$ cat src/rtl/zmem_responder_pkg.sv
// Shared definitions for the zephyr memory responder and the core that talks to it.
// Contents:
//   - ZMEM_ADDR_W / ZMEM_DATA_W : default RAM geometry (16 words x 8 bits).
//   - zmem_state_t              : responder FSM state encoding.
//   - OP_*                      : core opcode constants, shared so both sides agree.
package zmem_responder_pkg;

    localparam int unsigned ZMEM_ADDR_W = 4;
    localparam int unsigned ZMEM_DATA_W = 8;
    localparam int unsigned ZMEM_DEPTH  = 2 ** ZMEM_ADDR_W;

    // Code 2'b11 is unused; the FSM treats it as a return to StServe.
    typedef enum logic [1:0] {
        StServe = 2'b00,
        StLoad  = 2'b01,
        StDone  = 2'b10
    } zmem_state_t;

    // Core opcodes (upper two bits of an instruction byte). A cleared RAM reads as NOPs.
    localparam logic [1:0] OP_NOP  = 2'b00;
    localparam logic [1:0] OP_LOAD = 2'b01;
    localparam logic [1:0] OP_STR  = 2'b10;
    localparam logic [1:0] OP_ALU  = 2'b11;

endpackage

$ cat src/rtl/zmem_responder_if.sv
// Core <-> memory request/response channel.
// Signals:
//   REQ_VALID/REQ_READY : request handshake; REQ_WE selects write (STR) vs read (fetch/LOAD)
//   REQ_ADDR/REQ_WDATA  : word address and write data
//   RSP_VALID/RSP_READY : response handshake from the responder's one-entry output buffer
//   RSP_DATA            : read data, or echoed write data for writes
// Modports: master = core side, slave = memory responder side.
interface zmem_responder_if
    import zmem_responder_pkg::*;
#(
    parameter int unsigned ADDR_W = ZMEM_ADDR_W,
    parameter int unsigned DATA_W = ZMEM_DATA_W
);
    logic              REQ_VALID;
    logic              REQ_READY;
    logic              REQ_WE;
    logic [ADDR_W-1:0] REQ_ADDR;
    logic [DATA_W-1:0] REQ_WDATA;
    logic              RSP_VALID;
    logic              RSP_READY;
    logic [DATA_W-1:0] RSP_DATA;

    modport master (
        output REQ_VALID, REQ_WE, REQ_ADDR, REQ_WDATA, RSP_READY,
        input  REQ_READY, RSP_VALID, RSP_DATA
    );

    modport slave (
        input  REQ_VALID, REQ_WE, REQ_ADDR, REQ_WDATA, RSP_READY,
        output REQ_READY, RSP_VALID, RSP_DATA
    );
endinterface

$ cat src/rtl/zmem_responder_array.sv
// DEPTH x DATA_W storage for the responder.
// Ports:
//   CLK, RESET      : clock, asynchronous active-high reset (clears every word and the read reg)
//   we/waddr/wdata  : single synchronous write port
//   re/raddr        : read enable and address; data appears on rdata after the edge
//   rdata           : registered read data, held while re is low
module zmem_responder_array #(
    parameter int unsigned ADDR_W = 4,
    parameter int unsigned DATA_W = 8
) (
    input  logic              CLK,
    input  logic              RESET,
    input  logic              we,
    input  logic [ADDR_W-1:0] waddr,
    input  logic [DATA_W-1:0] wdata,
    input  logic              re,
    input  logic [ADDR_W-1:0] raddr,
    output logic [DATA_W-1:0] rdata
);
    localparam int unsigned DEPTH = 2 ** ADDR_W;

    logic [DATA_W-1:0] mem_q [DEPTH];
    logic [DATA_W-1:0] rdata_q;

    always_ff @(posedge CLK or posedge RESET) begin
        if (RESET) begin
            for (int i = 0; i < DEPTH; i++) begin
                mem_q[i] <= '0;
            end
        end else if (we) begin
            mem_q[waddr] <= wdata;
        end
    end

    // Read register only moves on a read so a stalled response keeps its data.
    always_ff @(posedge CLK or posedge RESET) begin
        if (RESET) begin
            rdata_q <= '0;
        end else if (re) begin
            rdata_q <= mem_q[raddr];
        end
    end

    assign rdata = rdata_q;

endmodule

$ cat src/rtl/zmem_responder.sv
// Memory-side responder for the zephyr core. Owns the program/data RAM, serves core fetch,
// LOAD and STR requests, and accepts a byte-stream program load that fills RAM from word 0.
// Ports:
//   CLK, RESET  : clock, asynchronous active-high reset
//   bus         : request/response channel (slave side)
//   LD_START    : level request for a program load, sampled in SERVE
//   LD_VALID/LD_READY/LD_DATA/LD_LAST : load byte stream; LD_LAST ends a short program
//   LD_DONE     : one-cycle pulse when a load completes
//   LD_COUNT    : bytes written by the current/last load
//   CORE_HOLD   : stalls the core from LOAD entry through the DONE cycle
module zmem_responder
    import zmem_responder_pkg::*;
#(
    parameter int unsigned ADDR_W = ZMEM_ADDR_W,
    parameter int unsigned DATA_W = ZMEM_DATA_W
) (
    input  logic              CLK,
    input  logic              RESET,
    zmem_responder_if.slave   bus,
    input  logic              LD_START,
    input  logic              LD_VALID,
    output logic              LD_READY,
    input  logic [DATA_W-1:0] LD_DATA,
    input  logic              LD_LAST,
    output logic              LD_DONE,
    output logic [ADDR_W:0]   LD_COUNT,
    output logic              CORE_HOLD
);
    localparam int unsigned DEPTH = 2 ** ADDR_W;
    localparam logic [ADDR_W:0] LAST_CNT = ADDR_W'(DEPTH - 1);

    zmem_state_t       state_q;
    logic [ADDR_W-1:0] ptr_q;
    logic [ADDR_W:0]   count_q;
    logic              rsp_valid_q;
    logic              rsp_is_rd_q;
    logic [DATA_W-1:0] rsp_wdata_q;
    logic              ld_ready_q;
    logic              hold_q;
    logic              done_q;

    logic              req_ready;
    logic              req_hs;
    logic              mem_we;
    logic [ADDR_W-1:0] mem_waddr;
    logic [DATA_W-1:0] mem_wdata;
    logic [DATA_W-1:0] mem_rdata;

    // A pending LD_START blocks new requests so the output buffer can drain before LOAD.
    assign req_ready = (state_q == StServe) && !LD_START && (!rsp_valid_q || bus.RSP_READY);
    assign req_hs    = bus.REQ_VALID && req_ready;

    // Write-port ownership: loader in LOAD, core otherwise.
    always_comb begin
        mem_we    = 1'b0;
        mem_waddr = bus.REQ_ADDR;
        mem_wdata = bus.REQ_WDATA;
        if (state_q == StLoad) begin
            mem_we    = LD_VALID;
            mem_waddr = ptr_q;
            mem_wdata = LD_DATA;
        end else begin
            mem_we    = req_hs && bus.REQ_WE;
        end
    end

    zmem_responder_array #(
        .ADDR_W (ADDR_W),
        .DATA_W (DATA_W)
    ) u_array (
        .CLK   (CLK),
        .RESET (RESET),
        .we    (mem_we),
        .waddr (mem_waddr),
        .wdata (mem_wdata),
        .re    (req_hs && !bus.REQ_WE),
        .raddr (bus.REQ_ADDR),
        .rdata (mem_rdata)
    );

    always_ff @(posedge CLK or posedge RESET) begin
        if (RESET) begin
            state_q     <= StServe;
            ptr_q       <= '0;
            count_q     <= '0;
            rsp_valid_q <= 1'b0;
            rsp_is_rd_q <= 1'b0;
            rsp_wdata_q <= '0;
            ld_ready_q  <= 1'b0;
            hold_q      <= 1'b0;
            done_q      <= 1'b0;
        end else begin
            case (state_q)
                StServe: begin
                    if (req_hs) begin
                        rsp_valid_q <= 1'b1;
                        rsp_is_rd_q <= !bus.REQ_WE;
                        rsp_wdata_q <= bus.REQ_WDATA;
                    end else if (bus.RSP_READY) begin
                        rsp_valid_q <= 1'b0;
                    end
                    if (LD_START && !rsp_valid_q) begin
                        state_q    <= StLoad;
                        ptr_q      <= '0;
                        count_q    <= '0;
                        ld_ready_q <= 1'b1;
                        hold_q     <= 1'b1;
                    end
                end
                StLoad: begin
                    if (LD_VALID) begin
                        ptr_q   <= ptr_q + 1'b1;
                        count_q <= count_q + 1'b1;
                        if (LD_LAST || count_q == LAST_CNT) begin
                            state_q    <= StDone;
                            ld_ready_q <= 1'b0;
                            done_q     <= 1'b1;
                        end
                    end
                end
                StDone: begin
                    state_q <= StServe;
                    done_q  <= 1'b0;
                    hold_q  <= 1'b0;
                end
                default: begin
                    state_q     <= StServe;
                    rsp_valid_q <= 1'b0;
                    ld_ready_q  <= 1'b0;
                    hold_q      <= 1'b0;
                    done_q      <= 1'b0;
                end
            endcase
        end
    end

    assign bus.REQ_READY = req_ready;
    assign bus.RSP_VALID = rsp_valid_q;
    assign bus.RSP_DATA  = rsp_is_rd_q ? mem_rdata : rsp_wdata_q;
    assign LD_READY      = ld_ready_q;
    assign LD_DONE       = done_q;
    assign LD_COUNT      = count_q;
    assign CORE_HOLD     = hold_q;

endmodule

$ cat src/flat_wrapper.sv
// flat-port wrapper written by rule: the top's interface ports become plain ports
module zmem_responder_flat import zmem_responder_pkg::*;
#(
    parameter int unsigned ADDR_W = ZMEM_ADDR_W,
    parameter int unsigned DATA_W = ZMEM_DATA_W
)
  (CLK, RESET, LD_START, LD_VALID, LD_READY, LD_DATA, LD_LAST, LD_DONE, LD_COUNT, CORE_HOLD, bus_REQ_VALID, bus_REQ_WE, bus_REQ_ADDR, bus_REQ_WDATA, bus_RSP_READY, bus_REQ_READY, bus_RSP_VALID, bus_RSP_DATA);
  zmem_responder_if #(.ADDR_W(ADDR_W), .DATA_W(DATA_W)) bus_i ();
  input  logic CLK;
  input  logic RESET;
  input  logic LD_START;
  input  logic LD_VALID;
  output logic LD_READY;
  input  logic [DATA_W-1:0] LD_DATA;
  input  logic LD_LAST;
  output logic LD_DONE;
  output logic [ADDR_W:0] LD_COUNT;
  output logic CORE_HOLD;
  input wire logic [$bits(bus_i.REQ_VALID)-1:0] bus_REQ_VALID;
  input wire logic [$bits(bus_i.REQ_WE)-1:0] bus_REQ_WE;
  input wire logic [$bits(bus_i.REQ_ADDR)-1:0] bus_REQ_ADDR;
  input wire logic [$bits(bus_i.REQ_WDATA)-1:0] bus_REQ_WDATA;
  input wire logic [$bits(bus_i.RSP_READY)-1:0] bus_RSP_READY;
  output wire logic [$bits(bus_i.REQ_READY)-1:0] bus_REQ_READY;
  output wire logic [$bits(bus_i.RSP_VALID)-1:0] bus_RSP_VALID;
  output wire logic [$bits(bus_i.RSP_DATA)-1:0] bus_RSP_DATA;
  assign bus_i.REQ_VALID = bus_REQ_VALID;
  assign bus_i.REQ_WE = bus_REQ_WE;
  assign bus_i.REQ_ADDR = bus_REQ_ADDR;
  assign bus_i.REQ_WDATA = bus_REQ_WDATA;
  assign bus_i.RSP_READY = bus_RSP_READY;
  assign bus_REQ_READY = bus_i.REQ_READY;
  assign bus_RSP_VALID = bus_i.RSP_VALID;
  assign bus_RSP_DATA = bus_i.RSP_DATA;
  zmem_responder #(.ADDR_W(ADDR_W), .DATA_W(DATA_W)) u_core (.CLK(CLK), .RESET(RESET), .bus(bus_i), .LD_START(LD_START), .LD_VALID(LD_VALID), .LD_READY(LD_READY), .LD_DATA(LD_DATA), .LD_LAST(LD_LAST), .LD_DONE(LD_DONE), .LD_COUNT(LD_COUNT), .CORE_HOLD(CORE_HOLD));
endmodule
$ cat config.mk
export PLATFORM = sky130hd
export DESIGN_NAME = zmem_responder_flat
export DESIGN_NICKNAME = d
export VERILOG_FILES = /design/src/rtl/zmem_responder_pkg.sv /design/src/rtl/zmem_responder_if.sv /design/src/rtl/zmem_responder_array.sv /design/src/rtl/zmem_responder.sv /design/src/flat_wrapper.sv
export SDC_FILE = /design/constraint.sdc
export NUM_CORES = 1
export LEC_CHECK = 0
export ABC_AREA = 0
export CAP_MARGIN = 20
export CORE_AREA = 2 2 117 119
export CTS_BUF_LIST = sky130_fd_sc_hd__clkbuf_8 sky130_fd_sc_hd__clkbuf_16
export DETAILED_ROUTE_END_ITERATION = 7
export DIE_AREA = 0 0 119 121
export PLACE_DENSITY_LB_ADDON = 0.12
export SETUP_SLACK_MARGIN = 0.2
export SYNTH_ARGS = -nofsm -noshare
export SYNTH_HDL_FRONTEND = slang
export SYNTH_SLANG_ARGS = --single-unit
$ cat constraint.sdc
create_clock -name CLK -period 5.9 [get_ports CLK]
set_input_delay 0.885 -clock CLK [delete_from_list [all_inputs] [get_ports CLK]]
set_output_delay 0.885 -clock CLK [all_outputs]
set_load 0.02 [all_outputs]
# Word level (Yosys, flattened, before mapping)
# Cells that the tools add are included.
# totals
in_bits	28
reg_bits	160
out_inout_bits	18
elab_cells	97
# op_classes
bitwise	6
n_addsub	2
eq_ne	7
n_reduce_logical	22
n_lt_le_gt_ge	3
n_mux	31
# op_table
op	n
bitwise mux 128 bit	1
two-way mux 8 bit	5
binary-select mux 8 bit (select 4 bit)	1
demux 8 bit (select 4 bit)	1
two-way mux 4 bit	3
greater-or-equal comparator 5 bit (second input constant)	2
two-way mux 5 bit	2
NOT 4 -> 5 bit	2
one-hot mux 5 bit (2 select lines)	1
AND reduction 3 bit	3
two-way mux 1 bit	8
one-hot mux 4 bit (2 select lines)	1
logical AND 1 bit	7
two-way mux 2 bit	3
!= test 2 bit (second input constant)	3
one-hot mux 1 bit (2 select lines)	3
AND reduction 2 bit	3
adder 5 x 1 -> 5 bit (second input constant)	1
== test 5 x 4 -> 1 bit (second input constant)	1
< comparator 5 x 1 -> 1 bit (second input constant)	1
adder 4 x 1 -> 4 bit (second input constant)	1
NOT 1 bit	4
one-hot mux 2 bit (2 select lines)	1
AND reduction 4 bit	1
9 further kinds	12

# Longest topological paths before layout
# depth
depth_word	8
depth_mapped	8
ltp_nobuf	7

# By module
# A second synthesis with hierarchy kept.
# unflattened
hier_cells	514
area_unflattened_um2	7731.2
# by_module_without_submodules
mod	seq_area_each_um2	area_per_inst_um2	cells_per_inst	instances
zmem_responder_array	3403.3	6237.2	388	1
zmem_responder	600.6	1493.9	126	1

# Worst setup path after synthesis
# OpenSTA, ideal clock, no wires.
# synth_timing
path_kind	input port to flip-flop
start	in bus_REQ_ADDR[0]
end	reg u_core.u_array.mem_q[10] (netlist name)
path_stages	6
slack_ns	3.470
arrival_time_ns	2.305
path_buffers	2
setup_ns	0.125
t_required_ns	5.775
path_cell_list	buf_2 nor3b_1 a31oi_1 a211o_1 buf_4 mux2_2
# synth_between
elab_chain_cells	7
word_cells_on_any_way	8
cone_classes	order compare (2); mux (4); bitwise (1); reduce/logical (1)
# synth_rtl
element	line_no	text
start, declared	flat_wrapper.sv:21	input wire logic [$bits(bus_i.REQ_ADDR)-1:0] bus_REQ_ADDR;
two-way mux 4 bit *	zmem_responder.sv:58	if (state_q == StLoad) begin
NOT 4 -> 5 bit (implied by the code) *	zmem_responder_array.sv:31	mem_q[waddr] <= wdata;
greater-or-equal comparator 5 bit (implied by the code) or < comparator 5 x 1 -> 1 bit (tied branches)	zmem_responder_array.sv:31	
logical AND 1 bit (implied by the code)	zmem_responder_array.sv:31	
two-way mux 8 bit (implied by the code)	zmem_responder_array.sv:31	
demux 8 bit (select 4 bit) *	zmem_responder_array.sv:31	
bitwise mux 128 bit *	zmem_responder_array.sv:31	
end signal, assigned by index	zmem_responder_array.sv:31	
end, declared	zmem_responder_array.sv:22	logic [DATA_W-1:0] mem_q [DEPTH];
# Every way passes the cells marked *; elsewhere a longest branch is shown, timed or not.
# A chain may end at the register's enable or synchronous reset.

# Final worst setup path
# layout_timing
start	in LD_START
end	out bus_REQ_READY
# layout_between
elab_chain_cells	3
# layout_rtl
element	line_no	text
start, declared	flat_wrapper.sv:11	input logic LD_START;
zero test 1 bit	zmem_responder.sv:50	assign req_ready = (state_q == StServe) && !LD_START && (!rsp_valid_q || bus.RSP_READY);
logical AND 1 bit (2 in series)	zmem_responder.sv:50	
end, declared	flat_wrapper.sv:24	output wire logic [$bits(bus_i.REQ_READY)-1:0] bus_REQ_READY;
# No other way between the ends.

==> results.sh <==
export IMPL_syn_nets=552
export IMPL_hpwlAfterDp_mm=10.4
export IMPL_worstSetupStartpointType="input port"
export IMPL_io_pin_count=46
export IMPL_synth_area_top_cells="dfrtp_1 (52%), mux2_2 (22%), mux4_2 (9.4%), nor3_4 (1.9%), mux2i_1 (1.2%)"
export IMPL_netlist_top_cells_count="dfrtp_1 (160), mux2_2 (150), mux4_2 (32), buf_2 (15), clkbuf_1 (15)"
export IMPL_rsz0062_at_grt="no"
export IMPL_dominantRegCellSynth="dfrtp_1"
export IMPL_synth_distinct_cells=44
export IMPL_cts_clk_slew_worst_paths_ns=0.06
export IMPL_cp_max_fo=4
export IMPL_cts_tree="built"
export IMPL_final_nets=587
export IMPL_finalSetupViolations=0
export IMPL_cts_root_buf="clkbuf_16"
export IMPL_die_w_um=119
export IMPL_finalClockSkew_ns=0.00728
export IMPL_slew_headroom_pct=35.9
export IMPL_io_buffers=45
export IMPL_antenna_found_initial=0
export IMPL_tightest_slew_ns=0.962
export IMPL_fillers=917
export IMPL_yosysMostFrequentCell="dfrtp_1"
export IMPL_die_area_mm2=0.0144
export IMPL_grt_max_degree=109
export IMPL_slew_violations=0
export IMPL_drt_wl_total_mm=16.1
export IMPL_cts_setup_buffers=0
export IMPL_synth_top_area_share_pct=52.2
export IMPL_grt_pass1_vias=4705
export IMPL_grt_usage_pct=24.5
export IMPL_num_rows=42
export IMPL_grt_remaining_overflow=0
export IMPL_cts_sink_count=160
export IMPL_first_pass_iters=5
export IMPL_drc=0
export IMPL_status="finished clean"
export IMPL_synthesis_area_mm2=0.00766
export IMPL_finish_utilization_pct=67.1
export IMPL_fin_tns_setup_ns=0
export IMPL_synth_cells=518
export IMPL_fmaxAchievable_ghz=0.312
export IMPL_worstSkewPairLatency_ns=0.43
export IMPL_ctsResizeCount=0
export IMPL_yosysSeqAreaShare_pct=52.2
export IMPL_yosysWarnings=0
export IMPL_hold_path_class="reg2reg"
export IMPL_drt_iter0_drc=275
export IMPL_worstSetupPathType="in2out"
export IMPL_hold_viol=0
export IMPL_dp_slack_ns=2.41
export IMPL_avgRoutedWirePerCell_um=21.8
export IMPL_setup_slack_ns=2.70
export IMPL_synth_seq_cells=160
export IMPL_p_leak_nw=4.00
export IMPL_cts_buffers_inserted=17
export IMPL_via_per_inst=6.11
export IMPL_async_flop_share_pct=100
export IMPL_crit_arrival_ns=2.32
export IMPL_grt_pass1_wl_mm=26.4
export IMPL_ant_nets=0
export IMPL_coreArea_mm2=0.0131
export IMPL_start_util_pct=58.6
export IMPL_synth_top_area_cell="dfrtp_1"
export IMPL_ir_worst_vdd_uv=191
export IMPL_syn_avg_cell_area_um2=14.8
export IMPL_drive_gt1_share_pct=41.3
export IMPL_clockBufferDepth=2
export IMPL_fin_crit_sh_pct=54.3
export IMPL_required_ns=5.02
export IMPL_fp_dieH_um=121
export IMPL_htreeDepth=4
export IMPL_whs_ns=0.476
export IMPL_p_per_area_mw_per_mm2=469
export IMPL_period_minus_slack_ns=3.20
export IMPL_gp_congestion=0.779
export IMPL_num_antenna_cells=0
export IMPL_vias=4520
export IMPL_synth_edf_count=0
export IMPL_critPathCaptureType="output port"
export IMPL_cts_hold_fix_buffers=0
export IMPL_area_growth_pct=14.6
export IMPL_drv_cap=0
==> worst max-delay path, cell delays in order <==
cell	delay, ns
clkdlybuf4s50_1	0.43
and2b_1	0.27
and2_1	0.14
clkdlybuf4s50_1	0.59
==> through the flow <==
step | total power [mW] | instance area, um2 | std cells
CTS | 4.14 | 8780 | 740
floorplan | 2.65 | 7660 | 518
global placement | 2.99 | 8200 | 710
global route | 4.35 | 8780 | 740
finish | 4.12 | 8780 | 740
detailed placement | 3.05 | 8200 | 710
==> cell type report <==
type,count,area (um2),share of cell area [%]
clock inverters,8,87.6,0.997
multi-input cells,316,3470,39.5
clock buffers,22,494,5.63
flip-flops and latches,160,4000,45.6
well taps,176,220,2.51
inverters,8,35.0,0.399
repair buffers,50,478,5.44
==> per-layer routing <==
layer | GRT usage (%) | vias to the layer above | routed length, um
met5 | 0 | - | 0
met4 | 8.04 | 0 | 275
met3 | 6.16 | 19 | 806
met2 | 37.1 | 121 | 7510
met1 | 35.0 | 2370 | 7520
li1 | - | 2010 | -
==> cells in the final DEF, fill, tap and decap left out, types with 9 or more instances in the layout <==
cell and instances:
mux4_2 32, inv_1 9, dfrtp_1 160, mux2i_1 9, a21o_1 11, clkdlybuf4s50_1 43
clkbuf_16 17, mux2_2 150, a211oi_1 10, nor3_4 9
==> worst paths after layout <==
path | startpoint | end | slack [ns] | cells after the start
min in group asynchronous | RESET | u_core.LD_COUNT[4] | 1.02 | 2
max in group asynchronous | RESET | u_core.u_array.mem_q[91] | 3.64 | 3
worst min-delay path | u_core.u_array.rdata[0] | u_core.u_array.rdata[0] | 0.48 | 1
worst min register to register | u_core.u_array.rdata[0] | u_core.u_array.rdata[0] | 0.48 | 1
worst max-delay path | LD_START | bus_REQ_READY | 2.70 | 4
worst max register to register | u_core.state_q[1] | u_core.u_array.mem_q[6] | 2.95 | 8
==> logic make-up (layout without fill, tap and decap cells) <==
kind of cell	Yosys count	count (layout)	synth area share [%]
buffers and inverters	42	88	2.55
AND/OR/NAND/NOR	55	55	5.09
adder cells (fa/ha/maj)	6	6	0.979
multiplexers	193	193	32.9
flip-flops	160	160	52.2
XOR/XNOR	2	2	0.229
AO/OA/AOI/OAI	60	60	6.01
==> state kept, by name (all words and copies together), names as in the netlist <==
name                  flops
u_core.state_q            2
u_core.ptr_q              4
u_core.rsp_wdata_q        8
u_core.LD_COUNT           5
u_core.u_array.mem_q    128
u_core.LD_DONE            1
u_core.bus.RSP_VALID      1
u_core.LD_READY           1
u_core.u_array.rdata      8
u_core.rsp_is_rd_q        1
u_core.CORE_HOLD          1
==> power by group <==
part	switching, mW	internal (mW)	total, mW
clock network	0.412	0.668	1.08
logic	0.619	0.686	1.31
registers	0.223	1.51	1.73
total	1.25	2.86	4.12
Power figures use the tool's default switching activity.
